## src/rtl/frodo_pkg.sv

```systemverilog
// Shared types and constants for the Frodo inner-product MAC sequencer.
// Holds the FSM state enum, MAC latency, word width and secret range.
package frodo_pkg;

    typedef enum logic [2:0] {
        IDLE,
        FETCH,
        LOAD,
        ISSUE,
        WAIT1,
        WAIT2,
        OUT
    } state_t;

    localparam int MAC_LAT   = 2;
    localparam int FRODO_Q_W = 16;
    localparam int S_MIN     = -16;
    localparam int S_MAX     = 15;

    // s is legal when it sign-extends from 5 bits, i.e. lies in [S_MIN, S_MAX]
    function automatic logic s_out_of_range(input logic [7:0] s);
        return !((s[7:4] == 4'h0) || (s[7:4] == 4'hF));
    endfunction

endpackage

```

## src/rtl/frodo_mac_seq.sv

```systemverilog
// Sequences ADDER_FRODO over len terms: out = e + sum a[k]*s[k] mod 2^16.
// Ports: start/len/e_data job in; rd_* buffer reads; mac_* MAC drive; out_* valid/ready result.
module frodo_mac_seq
    import frodo_pkg::*;
#(
    parameter int N_MAX = 640,
    parameter int AW    = 10
) (
    input  logic                 clk,
    input  logic                 rstn,
    input  logic                 start,
    input  logic [AW-1:0]        len,
    input  logic [FRODO_Q_W-1:0] e_data,
    output logic                 rd_en,
    output logic [AW-1:0]        rd_addr,
    input  logic [FRODO_Q_W-1:0] a_data,
    input  logic [7:0]           s_data,
    output logic                 mac_en,
    output logic [FRODO_Q_W-1:0] mac_a,
    output logic [7:0]           mac_b,
    output logic [FRODO_Q_W-1:0] mac_c,
    input  logic [FRODO_Q_W-1:0] mac_result,
    output logic                 busy,
    output logic                 out_valid,
    output logic [FRODO_Q_W-1:0] out_data,
    input  logic                 out_ready,
    output logic                 range_err
);

    localparam logic [AW-1:0] LEN_MAX = AW'(N_MAX);

    state_t               state;
    logic [AW-1:0]        k;
    logic [AW-1:0]        len_q;
    logic [FRODO_Q_W-1:0] acc;

    // The accumulator only moves at the end of WAIT2, so it stays
    // constant across the MAC's second (add) cycle.
    assign rd_addr  = k;
    assign mac_c    = acc;
    assign out_data = acc;

    always_ff @(posedge clk or negedge rstn) begin
        if (!rstn) begin
            state     <= IDLE;
            k         <= '0;
            len_q     <= '0;
            acc       <= '0;
            mac_a     <= '0;
            mac_b     <= '0;
            rd_en     <= 1'b0;
            mac_en    <= 1'b0;
            busy      <= 1'b0;
            out_valid <= 1'b0;
            range_err <= 1'b0;
        end else begin
            rd_en  <= 1'b0;
            mac_en <= 1'b0;
            unique case (state)
                IDLE: begin
                    if (start) begin
                        acc       <= e_data;
                        k         <= '0;
                        range_err <= 1'b0;
                        busy      <= 1'b1;
                        len_q     <= (len > LEN_MAX) ? LEN_MAX : len;
                        if (len == '0) begin
                            out_valid <= 1'b1;
                            state     <= OUT;
                        end else begin
                            rd_en <= 1'b1;
                            state <= FETCH;
                        end
                    end
                end
                FETCH: state <= LOAD;
                LOAD: begin
                    mac_a     <= a_data;
                    mac_b     <= s_data;
                    range_err <= range_err | s_out_of_range(s_data);
                    mac_en    <= 1'b1;
                    state     <= ISSUE;
                end
                ISSUE: state <= WAIT1;
                WAIT1: state <= WAIT2;
                // mac_result is final here: two edges after the launch edge
                WAIT2: begin
                    acc <= mac_result;
                    if (k == len_q - 1'b1) begin
                        out_valid <= 1'b1;
                        state     <= OUT;
                    end else begin
                        k     <= k + 1'b1;
                        rd_en <= 1'b1;
                        state <= FETCH;
                    end
                end
                OUT: begin
                    if (out_ready) begin
                        out_valid <= 1'b0;
                        busy      <= 1'b0;
                        state     <= IDLE;
                    end
                end
                default: state <= IDLE;
            endcase
        end
    end

endmodule

```

## config.mk

```make
export PLATFORM = sky130hd
export DESIGN_NAME = frodo_mac_seq
export DESIGN_NICKNAME = d
export VERILOG_FILES = /design/src/rtl/frodo_pkg.sv /design/src/rtl/frodo_mac_seq.sv
export SDC_FILE = /design/constraint.sdc
export NUM_CORES = 1
export LEC_CHECK = 0
export ABC_AREA = 1
export CAP_MARGIN = 20
export CELL_PAD_IN_SITES_DETAIL_PLACEMENT = 0
export CELL_PAD_IN_SITES_GLOBAL_PLACEMENT = 2
export CORE_ASPECT_RATIO = 1.1
export CORE_MARGIN = 4
export CORE_UTILIZATION = 25
export DETAILED_ROUTE_END_ITERATION = 12
export MAX_ROUTING_LAYER = met4
export PLACE_DENSITY = 0.83
export RECOVER_POWER = 50
export REMOVE_ABC_BUFFERS = 1
export SYNTH_ARGS = -nofsm -noshare
export SYNTH_HDL_FRONTEND = slang
export SYNTH_SLANG_ARGS = --single-unit
export TNS_END_PERCENT = 20
```

## constraint.sdc

```tcl
create_clock -name clk -period 3.51 [get_ports clk]
set_input_delay 0.702 -clock clk [delete_from_list [all_inputs] [get_ports clk]]
set_output_delay 0.702 -clock clk [all_outputs]
set_load 0.02 [all_outputs]
```

Yosys cells after proc, flatten, opt, wreduce, memory -nomap -nowiden
Cells that the tools add are included.
W data, S select, Z words.
- bits in registers: 68
- input port bits: 70
- output and inout port bits: 71
- logic and storage cells: 69
- add/sub/neg operators: 2
- order comparisons: 1
- equality and inequality tests: 13
- mux-type cells: 25
- bitwise gates (word level): 1
- reduce and logical (&&, ||, !) cells: 16
- operators with widths (cell ; number):
    $pmux W16 S2 ; 1
    $mux W10 ; 3
    $pmux W3 S7 ; 1
    $pmux W10 S2 ; 1
    $mux W16 ; 1
    $mux W3 ; 4
    $add A10 B1 Y10 const B ; 1
    $eq A10 B10 Y1 ; 1
    $gt A10 B10 Y1 const B ; 1
    $logic_not A10 Y1 ; 1
    $mux W1 ; 10
    $ne A2 B2 Y1 const B ; 5
    $sub A10 B1 Y10 const B ; 1
    $eq A3 B3 Y1 const B ; 3
    $reduce_and A2 Y1 ; 4
    $eq A3 B2 Y1 const B ; 2
    $pmux W1 S2 ; 3
    $reduce_and A3 Y1 ; 2
    $reduce_bool A2 Y1 ; 3
    $reduce_and A5 Y1 ; 1
    $eq A4 B4 Y1 const B ; 1
    $logic_not A4 Y1 ; 1
    $eq A3 B1 Y1 const B ; 1
    $logic_not A3 Y1 ; 1
    5 further kinds ; 5

Logic depth before layout (Yosys ltp)
- depth after elaboration: 5
- gate-level depth with buffers: 15
- depth with buffers taken out: 15

Least setup slack after synthesis
Ideal clock, no wire load.
- path type: flip-flop to flip-flop
- start: register len_q[0]
- end: register k[5], in the netlist rd_addr[5]
- setup time: 0.134 ns
- arrival: 1.753 ns
- data required time: 3.376 ns
- setup slack: 1.622 ns
- cell stages (with the launch flop): 13
- buffers on the path: 1
- clock period less this slack: 1.888 ns
- path through: dfrtp_1 inv_1 ha_1 inv_2 nor2_1 nand2_1 nand3_1 nand3_1 nor3_2 nand3_2 nand2_4 buf_6 o21ai_0
- word-level cells in the longest chain between the ends: 4
- RTL lines (item ; line ; RTL):
    start, declared ; frodo_mac_seq.sv:34 ; logic [AW-1:0] len_q;
    start signal, assigned ; frodo_mac_seq.sv:66 ; len_q <= (len > LEN_MAX) ? LEN_MAX : len;
    $sub A10 B1 Y10 ; frodo_mac_seq.sv:89 ; if (k == len_q - 1'b1) begin
    $eq A10 B10 Y1 ; frodo_mac_seq.sv:89 ;
    $ne A2 B2 Y1 (no line) ; - ;
    $reduce_and A3 Y1 (no line) ; - ;
    end signal, assigned ; frodo_mac_seq.sv:93 ; k <= k + 1'b1;
    end, declared ; frodo_mac_seq.sv:33 ; logic [AW-1:0] k;
No other way between the ends.
A chain may end at the register's enable or synchronous reset.

Final worst setup path
- start: input port start
- end: register k[5], in the netlist rd_addr[5]
- word-level cells in the longest chain between the ends: 2
- RTL lines (item ; line ; RTL):
    start, declared ; frodo_mac_seq.sv:11 ; input logic start,
    $ne A2 B2 Y1 (no line) ; - ;
    $reduce_and A3 Y1 (no line) ; - ;
No other way between the ends.

==> impl_metrics.tcl <==
set metrics [dict create \
    fmax_mhz 359.3 \
    hold_buffers 0 \
    internal_power_w 0.002655 \
    clkTransAtPathRegs_ns 0.05 \
    grt_pass1_vias 3606 \
    yosys_warnings 0 \
    required_ns 3.71 \
    multi_input_area_um2 1501 \
    p_sw_w 0.001867 \
    final-seq-area_um2 1702 \
    clock_latency_ns 0.34 \
    synth.area.top_cells "dfrtp_1 (48%), nand2_1 (18%), nand3_1 (4.8%)" \
    synth.most_common_cell "nand2_1" \
    p_seq_frac 0.301 \
    p_comb_frac 0.503 \
    status "complete, but fails checks" \
    drive_gt1_frac 0.05546 \
    ant_nets 0 \
    power.density_nw_per_um2 851.5 \
    cts_tree "yes" \
    synth_area_um2 3541 \
    gp_congestion 0.7809 \
    seq_area_frac_synth 0.4806 \
    finalSetupTns_ns 0 \
    start_util 0.2556 \
    drt_first_iter_violations 178 \
    violations "max-capacitance violations, max-slew violations" \
    clockBufferDepth 2 \
    timing.slew.headroom -0.3121 \
    grt_pass1_wl_um 18100 \
    path_class "input port to flip-flop" \
    rsz0062_at_grt "false" \
    setup_violations 0 \
    switching_share 0.4129 \
    ys_seq_elements 68 \
    cts_htree_levels 3 \
    io_buffers 140 \
    area_delta_synth_final_pct 50.00 \
    track_usage 0.1461 \
    dieArea_um2 16130 \
    diodes 0 \
    drt-pass1-iter-count 4 \
    max_stage_delay_ns 0.52 \
    n_fill_cell 1483 \
    grt_start_max_net_pins 37 \
    hold_class "flip-flop to flip-flop" \
    yosys.area.top_type "dfrtp_1" \
    rows 45 \
    avgViaCountPerCell 4.347 \
    power.leakage_nw 2.379 \
    ys_types 35 \
    p_clk_frac 0.196 \
    drc 0 \
    die_width_um 121.5 \
    final_max_slew_viol_count 33 \
    cp-end-kind "flip-flop" \
    dp_hpwl_um 8459 \
    cts.sinks 68 \
    final_nets 663 \
    grt-ovfl-total 0 \
    worst-path-max-fanout 33 \
    drt-total-wl_um 10920 \
    path_cells "dlygate4sd3_1, inv_1, nor2_1, clkbuf_1, inv_2, nand2_2, nand2_4, nand2_1, o21ai_0" \
    skew_ns 0.003982 \
    hold_viol_final 0 \
    postSynthAreaPerCell_um2 7.615 \
    period_needed_ns 2.783 \
    netlist_instances 465 \
    hold_ws_ns 0.4601 \
    vdd_ir_drop_max_v 0.0003614 \
    dr_total_vias 3404 \
    period_share 0.7930 \
    synth_enable_flop_cells 0 \
    cts_resized 0 \
    worst_pin_slew_ns 1.968 \
    synth_top_area_frac 0.4806 \
    worstPathArrival_ns 2.98 \
    clock-root-buffer "clkbuf_16" \
    io_pins 141 \
    post_drt_wl_per_cell_um 13.94 \
    synth_common_cells "nand2_1 (174), dfrtp_1 (68), inv_1 (36)" \
    async_reset_ff_frac 1.000 \
    cts_setup_buffers 0 \
    crit_path_start_kind "input port" \
    core_um2 13850 \
    die_h_um 132.8 \
    synthFlopType "dfrtp_1" \
    max_cap_violations 1 \
    antenna_found_initial 0 \
    critPathSlowestCell "dlygate4sd3_1" \
    numCtsBuffers 9 \
]
-- state kept, by name, indices dropped and copies added (netlist names) --
| register | flops |
|---|---|
| len_q | 10 |
| mac_b | 8 |
| state | 3 |
| busy | 1 |
| rd_addr | 10 |
| rd_en | 1 |
| mac_a | 16 |
| mac_c | 16 |
| range_err | 1 |
| out_valid | 1 |
| mac_en | 1 |
-- layer usage --
metal | GRT usage | wire length (µm) | vias up
li1 | - | - | 1724
met1 | 0.1712 | 4568 | 1569
met2 | 0.2418 | 5501 | 97
met3 | 0.04489 | 701 | 14
met4 | 0.04110 | 146 | 0
met5 | - | 0 | -
-- power by group through the flow --
stage,Sequential (W),Combinational (W),Clock (W)
CTS,0.00137,0.00233,0.000907
finish,0.00136,0.00228,0.000884
global placement,0.00136,0.00231,0
global route,0.00141,0.00251,0.000947
floorplan,0.00175,0.000841,0
detailed placement,0.00138,0.00232,0
-- cells by family after synthesis --
logic type,Yosys count,share of synthesized area
AO/OA/AOI/OAI,49,0.07986
XOR/XNOR,5,0.01237
adder cells (fa/ha/maj),2,0.007066
buffers and inverters,71,0.09541
flip-flops,68,0.4806
AND/OR/NAND/NOR,270,0.3247
-- area by class of cell --
class                           instances  share of cell area
Sequential cell                        68              0.3204
Multi-Input combinational cell        326              0.2827
Timing Repair Buffer                  144              0.2693
Clock buffer                           13             0.04711
Tap cell                              188             0.04429
Inverter                               42             0.02968
Clock inverter                          2            0.006596
-- worst max-delay path: cells and delay by family --
| kind | cells | cell delay [ns] |
|---|---|---|
| buffers and inverters | 4 | 1.26 |
| and+or+nand+nor | 4 | 0.94 |
| AOI/OAI and AO/OA | 1 | 0.07 |
-- cells in the final DEF, fill, tap and decap left out, drive strengths merged --
cell type | synthesis | routed
a21oi | 4 | 4
a22oi | 1 | 1
a31oi | 16 | 16
a32o | 1 | 1
and3 | 1 | 1
buf | 20 | 2
bufinv | 0 | 1
clkbuf | 9 | 16
clkdlybuf4s50 | 0 | 132
clkinv | 1 | 2
dfrtp | 68 | 68
dlygate4sd3 | 0 | 7
ha | 2 | 2
inv | 41 | 41
nand2 | 177 | 177
nand3 | 35 | 35
nand3b | 2 | 2
nand4 | 5 | 5
nor2 | 39 | 39
nor3 | 8 | 8
nor4 | 1 | 1
o21ai | 25 | 25
o311ai | 1 | 1
o31ai | 1 | 1
or2 | 2 | 2
xnor2 | 2 | 2
xor2 | 3 | 3
-- path summary, 6_finish.rpt --
check	start	to	slack, ns	depth (start not counted)
min reg2reg	mac_a[6]$_DFFE_PN0P_	mac_a[6]$_DFFE_PN0P_	0.46	2
max in group asynchronous	rstn	mac_b[5]$_DFFE_PN0P_	1.46	1
min in group asynchronous	rstn	rd_addr[6]$_DFFE_PN0P_	0.91	1
min	mac_a[6]$_DFFE_PN0P_	mac_a[6]$_DFFE_PN0P_	0.46	2
max reg2reg	state[0]$_DFFE_PN0P_	state[0]$_DFFE_PN0P_	0.79	5
max	start	rd_addr[5]$_DFFE_PN0P_	0.73	9
-- stage by stage --
| step | utilization | total power (W) | area (µm²) | worst slack, ns | instances |
|---|---|---|---|---|---|
| final | 0.3835 | 0.004522 | 5311 | 0.7267 | 783 |
| after global routing | 0.3835 | 0.004872 | 5311 | 0.4035 | 783 |
| after CTS | 0.3845 | 0.004610 | 5325 | 0.9806 | 783 |
| after detailed placement | 0.3639 | 0.003698 | 5040 | 0.8172 | 768 |
| after global placement | 0.3639 | 0.003674 | 5040 | 0.8514 | 768 |
| after floorplan | - | 0.002592 | 3361 | 0.6618 | 436 |
Power figures use the tool's default switching activity.
